--- config.mk ---
export PLATFORM = sky130hd
export DESIGN_NAME = count_monitor
export DESIGN_NICKNAME = d
export VERILOG_FILES = /design/src/rtl/count_monitor.sv
export SDC_FILE = /design/constraint.sdc
export NUM_CORES = 1
export LEC_CHECK = 0
export CAP_MARGIN = 40
export CELL_PAD_IN_SITES_DETAIL_PLACEMENT = 1
export CELL_PAD_IN_SITES_GLOBAL_PLACEMENT = 1
export CORE_MARGIN = 2
export CORE_UTILIZATION = 35
export DETAILED_ROUTE_END_ITERATION = 16
export DONT_BUFFER_PORTS = 1
export PLACE_DENSITY = 0.68
export SKIP_LAST_GASP = 1
export SLEW_MARGIN = 0
export SYNTH_ARGS = -nofsm -noshare
export SYNTH_HDL_FRONTEND = slang
export SYNTH_SLANG_ARGS = --single-unit
--- constraint.sdc ---
create_clock -name clk -period 2.9 [get_ports clk]
set_clock_uncertainty 0.2 [all_clocks]
set_input_delay 0.435 -clock clk [delete_from_list [all_inputs] [get_ports clk]]
set_output_delay 0.435 -clock clk [all_outputs]
set_load 0.03 [all_outputs]
--- src/rtl/count_monitor.sv ---
// Watches a free-running 4-bit counter and reports WRAP/SKIP/STALL/RESUME events with timestamps.
// Events appear one cycle after the triggering count; evt_ready gates a 2-deep queue, overflow drops the new event.

// Small synchronous FIFO; a push into a full FIFO is accepted only when a pop frees the head that cycle.
module count_fifo #(
  parameter int W     = 8,
  parameter int DEPTH = 2
) (
  input  logic         clk,
  input  logic         rst,
  input  logic         push_vld,
  input  logic [W-1:0] push_dat,
  input  logic         pop_rdy,
  output logic         head_vld,
  output logic [W-1:0] head_dat,
  output logic         drop
);

  localparam int AW = (DEPTH > 1) ? $clog2(DEPTH) : 1;
  localparam int CW = $clog2(DEPTH + 1);

  logic [W-1:0]  mem_q [DEPTH];
  logic [AW-1:0] rd_ptr_q;
  logic [AW-1:0] wr_ptr_q;
  logic [CW-1:0] cnt_q;
  logic          full;
  logic          do_pop;
  logic          do_push;

  function automatic logic [AW-1:0] ptr_inc(input logic [AW-1:0] p);
    return (p == AW'(DEPTH - 1)) ? '0 : p + AW'(1);
  endfunction

  assign full     = (cnt_q == CW'(DEPTH));
  assign do_pop   = pop_rdy && (cnt_q != '0);
  assign do_push  = push_vld && (!full || do_pop);
  assign drop     = push_vld && full && !do_pop;
  assign head_vld = (cnt_q != '0);
  assign head_dat = mem_q[rd_ptr_q];

  always_ff @(posedge clk) begin
    if (rst) begin
      for (int i = 0; i < DEPTH; i++) begin
        mem_q[i] <= '0;
      end
      rd_ptr_q <= '0;
      wr_ptr_q <= '0;
      cnt_q    <= '0;
    end else begin
      if (do_push) begin
        mem_q[wr_ptr_q] <= push_dat;
        wr_ptr_q        <= ptr_inc(wr_ptr_q);
      end
      if (do_pop) begin
        rd_ptr_q <= ptr_inc(rd_ptr_q);
      end
      if (do_push && !do_pop) begin
        cnt_q <= cnt_q + CW'(1);
      end else if (!do_push && do_pop) begin
        cnt_q <= cnt_q - CW'(1);
      end
    end
  end

endmodule

module count_monitor #(
  parameter int STALL_LIMIT = 8,
  parameter int STAT_W      = 8
) (
  input  logic              clk,
  input  logic              rst,
  input  logic [3:0]        count,
  input  logic              evt_ready,
  output logic              evt_valid,
  output logic [1:0]        evt_code,
  output logic [STAT_W-1:0] evt_stamp,
  output logic [STAT_W-1:0] wrap_cnt,
  output logic [STAT_W-1:0] err_cnt,
  output logic              ovf
);

  localparam int RUN_W = 8;

  typedef enum logic [1:0] {
    EVT_WRAP   = 2'd0,
    EVT_SKIP   = 2'd1,
    EVT_STALL  = 2'd2,
    EVT_RESUME = 2'd3
  } evt_code_t;

  typedef struct packed {
    evt_code_t         code;
    logic [STAT_W-1:0] stamp;
  } evt_t;

  typedef enum logic [1:0] {
    ST_INIT    = 2'd0,
    ST_TRACK   = 2'd1,
    ST_STALLED = 2'd2
  } state_t;

  state_t            state_q;
  state_t            state_d;
  logic [3:0]        prev_q;
  logic [3:0]        prev_inc;
  logic [STAT_W-1:0] cyc_q;
  logic [RUN_W-1:0]  run_q;

  logic              is_same;
  logic              is_inc;
  logic              is_wrap;
  logic              stall_hit;

  logic              push_vld;
  evt_t              push_evt;
  logic              wrap_inc;
  logic              err_inc;
  logic              run_clr;
  logic              run_inc;

  evt_t              head_evt;
  logic              head_vld;
  logic              drop;

  assign prev_inc  = prev_q + 4'd1;
  assign is_same   = (count == prev_q);
  assign is_inc    = (count == prev_inc);
  assign is_wrap   = (prev_q == 4'hF) && (count == 4'h0);
  // The current same-count cycle is the (run_q+1)th repeat; the stall fires when that reaches LIMIT-1.
  assign stall_hit = (run_q == RUN_W'(STALL_LIMIT - 2));

  always_ff @(posedge clk) begin
    if (rst) begin
      state_q <= ST_INIT;
    end else begin
      state_q <= state_d;
    end
  end

  always_comb begin
    state_d = state_q;
    case (state_q)
      ST_INIT:    state_d = ST_TRACK;
      ST_TRACK:   if (!is_wrap && is_same && stall_hit) state_d = ST_STALLED;
      ST_STALLED: if (!is_same) state_d = ST_TRACK;
      default:    state_d = ST_INIT;
    endcase
  end

  always_comb begin
    push_vld       = 1'b0;
    push_evt.code  = EVT_WRAP;
    push_evt.stamp = cyc_q;
    wrap_inc       = 1'b0;
    err_inc        = 1'b0;
    run_clr        = 1'b0;
    run_inc        = 1'b0;
    case (state_q)
      ST_TRACK: begin
        if (is_wrap) begin
          push_vld      = 1'b1;
          push_evt.code = EVT_WRAP;
          wrap_inc      = 1'b1;
          run_clr       = 1'b1;
        end else if (is_same) begin
          run_inc = 1'b1;
          if (stall_hit) begin
            push_vld      = 1'b1;
            push_evt.code = EVT_STALL;
          end
        end else if (!is_inc) begin
          push_vld      = 1'b1;
          push_evt.code = EVT_SKIP;
          err_inc       = 1'b1;
          run_clr       = 1'b1;
        end else begin
          run_clr = 1'b1;
        end
      end
      ST_STALLED: begin
        // Any change leaves the stall; a 15->0 still counts as a wrap but is reported only as RESUME.
        if (!is_same) begin
          push_vld      = 1'b1;
          push_evt.code = EVT_RESUME;
          wrap_inc      = is_wrap;
          run_clr       = 1'b1;
        end
      end
      default: ;
    endcase
  end

  always_ff @(posedge clk) begin
    if (rst) begin
      prev_q   <= '0;
      cyc_q    <= '0;
      run_q    <= '0;
      wrap_cnt <= '0;
      err_cnt  <= '0;
      ovf      <= 1'b0;
    end else begin
      prev_q <= count;
      cyc_q  <= cyc_q + STAT_W'(1);
      if (run_clr) begin
        run_q <= '0;
      end else if (run_inc) begin
        run_q <= run_q + RUN_W'(1);
      end
      if (wrap_inc && (wrap_cnt != '1)) begin
        wrap_cnt <= wrap_cnt + STAT_W'(1);
      end
      if (err_inc && (err_cnt != '1)) begin
        err_cnt <= err_cnt + STAT_W'(1);
      end
      if (drop) begin
        ovf <= 1'b1;
      end
    end
  end

  count_fifo #(
    .W     ($bits(evt_t)),
    .DEPTH (2)
  ) u_evt_fifo (
    .clk      (clk),
    .rst      (rst),
    .push_vld (push_vld),
    .push_dat (push_evt),
    .pop_rdy  (evt_ready),
    .head_vld (head_vld),
    .head_dat (head_evt),
    .drop     (drop)
  );

  assign evt_valid = head_vld;
  assign evt_code  = head_evt.code;
  assign evt_stamp = head_evt.stamp;

endmodule

## After elaboration in Yosys (flattened, before gate mapping)

Memories as Yosys holds them, arrays and structs flattened. A register that Yosys moved wholly into a read port is not among the register bits.
Cells that the tools add are included.

| operators by class | value |
|---|---|
| reduce and logical (&&, ||, !) cells | 23 |
| $add $sub $neg | 9 |
| multiplexer cells | 40 |
| eq/ne operators | 11 |

Operators with widths:

| cell | count |
|---|---|
| $add 8x1->8 const B | 4 |
| $mux 1 | 26 |
| $mux 2 | 8 |
| $ne 8x8->1 const B | 2 |
| $logic_and 1x1->1 | 11 |
| $mux 10 | 1 |
| $reduce_or 10->1 | 1 |
| $eq 4x4->1 | 2 |
| $eq 8x3->1 const B | 1 |
| $pmux 1 s2 | 3 |
| $pmux 2 s3 | 1 |
| $add 4x1->4 const B | 1 |
| $eq 2x2->1 const B | 2 |
| $eq 4x4->1 const B | 1 |
| $logic_not 1->1 | 4 |
| $logic_not 4->1 | 1 |
| $ne 2x2->1 const B | 2 |
| $pmux 2 s2 | 1 |
| $reduce_bool 2->1 | 2 |
| $add 1x1->1 const B | 2 |
| $add 2x1->2 const B | 1 |
| $eq 2x1->1 const B | 1 |
| $logic_not 2->1 | 1 |
| $reduce_and 2->1 | 1 |
| 3 further kinds | 3 |

| storage, ports and cells | value |
|---|---|
| output and inout bits | 28 |
| bits in registers | 43 |
| memory bits (writable) | 20 |
| logic and storage cells | 94 |
| memories | 1 |

Memory list:

| memory | words | bits a word | rd ports | clocked after memory_dff | write ports | line | RTL |
|---|---|---|---|---|---|---|---|
| u_evt_fifo.mem_q | 2 | 10 | 1 | 1 | 2 | 22 | `logic [W-1:0] mem_q [DEPTH];` |

## Depth between registers and ports, before layout

Gate-level depths: netlist (run 1).

| depth | value |
|---|---|
| depth in word-level cells | 12 |
| mapped depth | 10 |

## Cells and area by module

A second synthesis (run 1) with hierarchy kept.

| second synthesis, totals | value |
|---|---|
| cells, all modules | 313 |
| area, all modules | 3,193.1 um^2 |

Modules (own cells, without submodules):

| module | instances | cells an instance | area each (um^2) |
|---|---|---|---|
| count_monitor | 1 | 232 | 2,068.2 |
| count_fifo | 1 | 81 | 1,124.8 |

## Worst setup path before layout (run 1)

OpenSTA, ideal clock, no wires.

| timing | value |
|---|---|
| path kind | input port to flip-flop |
| from | input count[0] |
| to | register u_evt_fifo.cnt_q[1] |
| buffers on the path | 0 |
| slack | 251 ps |
| stages on the path | 7 |
| arrival time | 2,378 ps |
| path through | xnor2_1 nand4_1 o32ai_1 nor3_1 ha_1 or3_1 a21oi_1 |

| on the way | value |
|---|---|
| word-level cells in the longest chain between the ends | 9 |
| elaborated cells on any way between the ends | 15 |

Ends and longest elaborated chain:

| item | line | RTL |
|---|---|---|
| start, declared | 73 | `input logic [3:0] count,` |
| $eq 4x4->1 | 128 | `assign is_inc = (count == prev_inc);` |
| $mux 1 | 172 | `end else if (!is_inc) begin` |
| $mux 1 | 166 | `end else if (is_same) begin` |
| $mux 1 | 161 | `if (is_wrap) begin` |
| $pmux 1 s2 * | 159 | `case (state_q)` |
| $logic_and 1x1->1 * | 36 | `assign do_push = push_vld && (!full \|\| do_pop);` |
| $logic_not 1->1 | 59 | `end else if (!do_push && do_pop) begin` |
| $logic_and 1x1->1 | 59 |  |
| $reduce_bool 2->1 (no line) | - |  |
| end signal, assigned | 58 | `cnt_q <= cnt_q + CW'(1);` |
| end signal, assigned | 60 | `cnt_q <= cnt_q - CW'(1);` |
| end, declared | 25 | `logic [CW-1:0] cnt_q;` |

Every way passes the cells marked *; elsewhere a longest branch is shown, timed or not.
A chain may end at the register's enable or synchronous reset.

==> impl_metrics.csv, run 1 <==
group,metric,value,unit
run_status,status,"finished clean",
global_route,grt_max_degree,34,
layout,stdcell_area,3510,µm²
clock_network,clkLatencyLatePin,0.34,ns
timing,max_slew_margin,0.589,
worst_setup_path,cp.arrival,2.48,ns
yosys,synth_top_cell_by_area,"dfxtp_1",
die,dieArea,9720,µm²
yosys,yosys_warnings,0,
yosys,yosys.area_share.xor_xnor,0.0743,
global_route,grt_pass1_vias,2354,
timing,finalCritPeriodShare,0.931,
layout,nets,328,
clock_network,cts_tree,"built",
yosys,ys_async_sr_fraction,0,
die,die_w,98.6,µm
clock_network,postCtsSetupBuffers,0,
power_and_ir_drop,power.density,617,nW/µm²
drt,post_drt_wl_per_cell,16.0,µm
yosys,syn-num-nets,318,
die,fp-row-count,34,
placed_design,dpl_cell_area,3280,µm²
global_route,use_met1,0.182,
worst_setup_path,worstPathRequired,2.68,ns
clock_network,cts_resized,0,
layout,num-fill-cells,990,
drt,num_vias,2272,
clock_network,clk_pin_slew,0.08,ns
yosys,syn_area,3130,µm²
yosys,ys_seq_area_frac,0.473,
drt,drtIter0Drc,66,
timing,tightest_slew,0.612,ns
placed_design,place_congestion,0.819,
die,die_height,98.6,µm
clock_network,clock-sinks,64,
global_route,grt_usage,0.145,
worst_setup_path,crit_type,"reg -> reg",
clock_network,cts-hold-fix-buffers,1,
yosys,ys_seq_elements,64,
yosys,synth_top_area_frac,0.281,
clock_network,htree_levels,3,
layout,n_antenna_cell,0,
job,maxCapViolations,0,
die,core,8680,µm²
global_route,use_met3,0.0369,
drt,firstDrtPassIters,4,
global_route,grt_pass1_wl,11400,µm
yosys,synth_top_family_by_area,"simple AND/OR/NAND/NOR gates",
yosys,synth_compound_area_frac,0.0987,
min_path,min_path_type,"in -> reg",
global_route,met2_usage,0.240,
yosys,synthFlopType,"dfxtp_1",
clock_network,clockBufferDepth,2,
yosys,syn_avg_cell_area,10.4,µm²
power_and_ir_drop,p_leak,1.20,nW
layout,syn2layout_area_growth,12.0,%
global_route,antenna_found_initial,0,
layout,drive_above_1_share,0.175,
drt,viasPerCell,5.37,
worst_setup_path,critPathMaxFanout,10,
timing,final-setup-viol-count,0,
timing,fin_tns_setup,0,ns
global_route,grt_overflow,0,
yosys,synth-edff-count,20,
timing,final_max_slew_viol_count,0,
placed_design,dpl.hpwl,4710,µm
yosys,synth_cell_types,56,
yosys,synthAdderAreaFrac,0.0440,
yosys,postSynthCellCount,300,
timing,clock.fmax,371,MHz
die,ios,35,
timing,final.min_clock_period,2.70,ns
drt,ant_nets,0,
drt,wl,6760,µm
clock_network,root_buffer,"clkbuf_8",
die,start_util,0.361,
yosys,synth-simple-area-share,0.240,
drt,drc,0,
timing,rsz0062_at_grt,"false",
power_and_ir_drop,power,2.16,mW
yosys,synthTopCellsByArea,"dfxtp_1 28%, edfxtp_1 19%, ha_1 4.4%",
worst_setup_path,cp-start-kind,"flop",
global_route,grt-busiest-layer,"met2",
worst_setup_path,crit_path_end_kind,"flop",
power_and_ir_drop,peakVddDrop,0.000223,V
yosys,synthMuxAreaShare,0.0428,
clock_network,cts_made_buffers,9,
placed_design,numPortBuffers,0,
timing,hold_viol,0,
-- critical path, cell delays in order, from the launching register on --
cell and delay (ns):
dfxtp_1 0.39, ha_1 0.22, nand4b_1 0.22, nor2_4 0.20
and4b_4 0.24, or4_4 0.51, nand2_1 0.38
-- cells in the mapped netlist (all sizes together), types with 2 or more instances --
library cell,number
nand4,6
nor2b,8
inv,9
clkbuf,7
o31ai,4
o21a,2
nor2,26
or4,6
nand2,9
o41ai,3
dfxtp,44
edfxtp,20
xor2,10
nor3b,9
xnor2,13
and4,2
or3,8
a21oi,16
and2,8
nand3,13
buf,4
ha,11
nor3,4
or2,2
and3,7
mux2,11
nor4,7
o21ai,13
-- metal layers --
metal | up-vias | routed length [µm]
met4 | 0 | 106
met2 | 36 | 3270
met1 | 1106 | 3110
met5 | - | 0
li1 | 1119 | -
met3 | 11 | 265
-- state kept, by name (all words and copies together) (netlist names), named ones only --
register and flops:
u_evt_fifo.mem_q 20, cyc_q 8, err_cnt 8, run_q 8
wrap_cnt 8, prev_q 4, state_q 2, u_evt_fifo.cnt_q 2
ovf 1, u_evt_fifo.rd_ptr_q 1, u_evt_fifo.wr_ptr_q 1
-- cells by family (layout without fill, tap and decap cells) --
group           Yosys count  after routing
flops                    64             64
simple gates            120            120
compound gates           49             49
fa+ha+maj                11             11
xor+xnor                 24             24
mux                      12             12
buf+inv                  20             35
-- cell usage in the layout, fill, tap and decap left out, types with 3 or more instances in the layout --
master	n
clkinvlp_4	3
dfxtp_1	44
nor2_1	25
nor3b_2	7
nand3_1	13
and3_1	7
nor3_1	3
ha_1	11
nor2b_1	8
or3_1	7
o21ai_1	3
o41ai_1	3
inv_1	9
and2_1	8
edfxtp_1	20
mux2_2	11
o21ai_0	10
o31ai_1	4
xor2_1	10
nand2_1	9
nand4_1	6
xnor2_1	12
or4_1	5
nor4_1	5
a21oi_1	16
buf_4	9
clkbuf_8	9
-- final cells by class --
type | count | area, µm² | area share
Multi-Input combinational cell | 216 | 1570 | 0.446
Sequential cell | 64 | 1480 | 0.423
Tap cell | 108 | 135 | 0.0385
Clock buffer | 9 | 124 | 0.0353
Timing Repair Buffer | 10 | 87.6 | 0.0250
Clock inverter | 7 | 78.8 | 0.0225
Inverter | 9 | 33.8 | 0.00964
-- final timing paths --
| kind | startpoint | to | slack (ns) | depth (start not counted) |
|---|---|---|---|---|
| setup / recovery | prev_q[0]$_SDFF_PP0_ | u_evt_fifo.mem_q[0][1]$_SDFFCE_PN0P_ | 0.20 | 6 |
| hold / removal | count[2] | prev_q[2]$_SDFF_PP0_ | 0.03 | 1 |
| setup reg to reg | prev_q[0]$_SDFF_PP0_ | u_evt_fifo.mem_q[0][1]$_SDFFCE_PN0P_ | 0.20 | 6 |
| hold reg to reg | cyc_q[0]$_SDFF_PP0_ | cyc_q[0]$_SDFF_PP0_ | 0.30 | 1 |
-- power breakdown --
group	leakage (nW)	internal, mW	switching (mW)
clock	0.0925	0.404	0.383
sequential	0.565	0.972	0.0592
combinational	0.546	0.126	0.218
-- stage by stage --
stage,worst slack (ns),std cells,utilization,hold WS [ns]
after floorplan,0.251,300,-,0.228
after global placement,0.280,406,0.378,0.250
after detailed placement,0.181,406,0.378,0.282
after CTS,0.175,423,0.404,0.0122
after global routing,0.0292,423,0.404,0.0314
final,0.202,423,0.404,0.0295
No activity file was read; power rests on OpenSTA's default activity.
==> run 2: changes to the inputs <==
--- a/config.mk
+++ b/config.mk
@@ -9,10 +9,12 @@
 export CELL_PAD_IN_SITES_DETAIL_PLACEMENT = 1
 export CELL_PAD_IN_SITES_GLOBAL_PLACEMENT = 1
 export CORE_MARGIN = 2
-export CORE_UTILIZATION = 35
+export CORE_UTILIZATION = 49
+export CTS_BUF_LIST = sky130_fd_sc_hd__clkbuf_4 sky130_fd_sc_hd__clkbuf_8 sky130_fd_sc_hd__clkbuf_16
 export DETAILED_ROUTE_END_ITERATION = 16
 export DONT_BUFFER_PORTS = 1
-export PLACE_DENSITY = 0.68
+export PLACE_DENSITY = 0.87
+export SKIP_CTS_REPAIR_TIMING = 1
 export SKIP_LAST_GASP = 1
 export SLEW_MARGIN = 0
 export SYNTH_ARGS = -nofsm -noshare
==> run 2 against run 1 <==
  * Count of clock-buffer cells in the layout increased by 1
  * Largest power group unchanged
  * Highest routed layer unchanged
  * Flip-flop and latch count did not move
  * Register-to-register slack got worse by 0.07 ns
  * Fmax decreased by 2.6%
  * Via count increased by 0.92%
  * Critical path type unchanged
  * Utilization increased by 14 points
  * Combinational power rose by 3%
  * Design area decreased by 1.7%
==> impl_metrics.csv, run 2 (same netlist as run 1, synthesis figures left out) <==
group,metric,value,unit
layout,largest_reg_flops,20,
power_and_ir_drop,p_leak,1.19,nW
power_and_ir_drop,p_clk_frac,0.352,
global_route,grt_overflow,0,
layout,n_antenna_cell,0,
layout,nets,325,
worst_setup_path,max_stage_delay,0.38,ns
placed_design,dpl_cell_area,3220,µm²
die,start_util,0.499,
worst_setup_path,worstPathRequired,2.97,ns
placed_design,dpl.hpwl,4740,µm
placed_design,place_congestion,0.773,
timing,clock.fmax,361,MHz
drt,post_drt_wl_per_cell,18.8,µm
die,fp-row-count,29,
drt,wl,7320,µm
power_and_ir_drop,power.density,620,nW/µm²
drt,num_vias,2293,
timing,hold_viol,0,
worst_setup_path,crit_path_end_kind,"flop",
timing,fin_tns_setup,0,ns
worst_setup_path,reg2regPathDepth,9,
drt,drc,0,
drt,viasPerCell,5.89,
drt,drtIter0Drc,96,
layout,multi_input_area,1580,µm²
global_route,grt_usage,0.214,
worst_setup_path,r2r_start,"state_q[0]$_SDFFE_PP0P_",
run_status,status,"finished clean",
timing,final-setup-viol-count,0,
die,die_w,83.9,µm
power_and_ir_drop,p_switching,0.636,mW
power_and_ir_drop,p_seq_frac,0.483,
worst_setup_path,crit_type,"reg -> reg",
clock_network,clkLatencyLatePin,0.34,ns
worst_setup_path,crit_chain,"inv_1 -> ha_1 -> inv_1 -> a41oi_2 -> o21ai_1 -> nor3_1 -> ha_1 -> or3_1 -> a21oi_1",
layout,num-fill-cells,694,
drt,firstDrtPassIters,4,
clock_network,clock-sinks,64,
job,maxCapViolations,0,
min_path,min_to,"u_evt_fifo.wr_ptr_q$_SDFFE_PP0N_",
timing,setup_ws,0.131,ns
clock_network,cts_made_buffers,9,
placed_design,dp.cells,372,
worst_setup_path,reg2reg_slack,0.13,ns
timing,final_max_slew_viol_count,0,
layout,postLayoutCoreUtil,0.549,
min_path,min_path_type,"in -> reg",
die,dieArea,7040,µm²
worst_setup_path,r2r_end,"u_evt_fifo.cnt_q[1]$_SDFFE_PP0P_",
layout,syn2layout_area_growth,10.0,%
layout,stdcell_area,3440,µm²
layout,fin_cells,389,
timing,rsz0062_at_grt,"false",
global_route,grt_pass1_wl,12000,µm
timing,final.min_clock_period,2.77,ns
timing,tightest_slew,0.602,ns
placed_design,numPortBuffers,0,
drt,ant_nets,0,
layout,largest-register,"u_evt_fifo.mem_q",
die,ios,35,
global_route,antenna_found_initial,0,
timing,finalCritPeriodShare,0.955,
clock_network,clk_pin_slew,0.07,ns
power_and_ir_drop,power,2.14,mW
placed_design,place_ws,0.158,ns
min_path,hold_path_depth,1,
layout,drive_above_1_share,0.176,
clock_network,htree_levels,3,
clock_network,clockBufferDepth,2,
die,die_height,83.9,µm
power_and_ir_drop,switching_share,0.298,
layout,regArea,1480,µm²
global_route,grt_pass1_vias,2413,
worst_setup_path,cp.arrival,2.84,ns
timing,max_slew_margin,0.596,
timing,finalHoldWorstSlack,0.0219,ns
power_and_ir_drop,p_int,1.50,mW
clock_network,root_buffer,"clkbuf_8",
die,core,6280,µm²
layout,final_cell_mix,"44 x dfxtp_1, 25 x nor2_1, 20 x edfxtp_1",
worst_setup_path,slowest_stage,"or3_1",
worst_setup_path,critPathMaxFanout,5,
power_and_ir_drop,p_comb_frac,0.165,
global_route,grt_max_degree,48,
power_and_ir_drop,peakVddDrop,0.000281,V
clock_network,cts_tree,"built",
min_path,min_from,"rst",
worst_setup_path,cp-start-kind,"flop",
layout,final_common_cell,"dfxtp_1",
==> run 2: power groups by stage <==
stage	Clock (mW)	Combinational, mW	Sequential (mW)
detailed placement	0	0.337	1.05
finish	0.752	0.353	1.03
global placement	0	0.324	1.05
floorplan	0	0.313	1.02
global route	0.810	0.378	1.04
CTS	0.770	0.343	1.03
==> run 2: per-layer routing <==
metal	part of all wire	track usage	vias up
met4	0.019	0.101	0
met1	0.41	0.251	1127
met3	0.038	0.0485	15
met5	0	0	-
met2	0.53	0.370	42
li1	-	-	1109
==> run 2: area by class of cell <==
| cell class | count | area share |
|---|---|---|
| tap | 77 | 0.0280 |
| timing repair buffer | 7 | 0.0189 |
| sequential | 64 | 0.430 |
| clock buffer | 10 | 0.0381 |
| multi-input combinational | 216 | 0.458 |
| clock inverter | 6 | 0.0174 |
| inverter | 9 | 0.00981 |
==> run 2: critical path, delay by kind of cell (launching register included) <==
family / cells / cell delay (ns)
fa+ha+maj: 2 / 0.56
compound gates: 3 / 0.63
buf+inv: 2 / 0.24
simple gates: 2 / 0.70
flops: 1 / 0.35
==> run 2: worst max-delay path by stage <==
stage,start,to,slack [ns],depth (start not counted)
4_1_cts,state_q[0]$_SDFFE_PP0P_,u_evt_fifo.mem_q[0][2]$_SDFFCE_PN0P_,0.03,7
6_report,state_q[0]$_SDFFE_PP0P_,u_evt_fifo.cnt_q[1]$_SDFFE_PP0P_,0.13,9
3_5_place_dp,state_q[0]$_SDFFE_PP0P_,u_evt_fifo.mem_q[0][6]$_SDFFCE_PN0P_,0.16,7
5_1_grt,state_q[0]$_SDFFE_PP0P_,u_evt_fifo.cnt_q[1]$_SDFFE_PP0P_,0.03,9
3_3_place_gp,count[0],u_evt_fifo.mem_q[0][7]$_SDFFCE_PN0P_,0.28,5
2_1_floorplan,count[0],u_evt_fifo.cnt_q[1]$_SDFFE_PP0P_,0.25,7
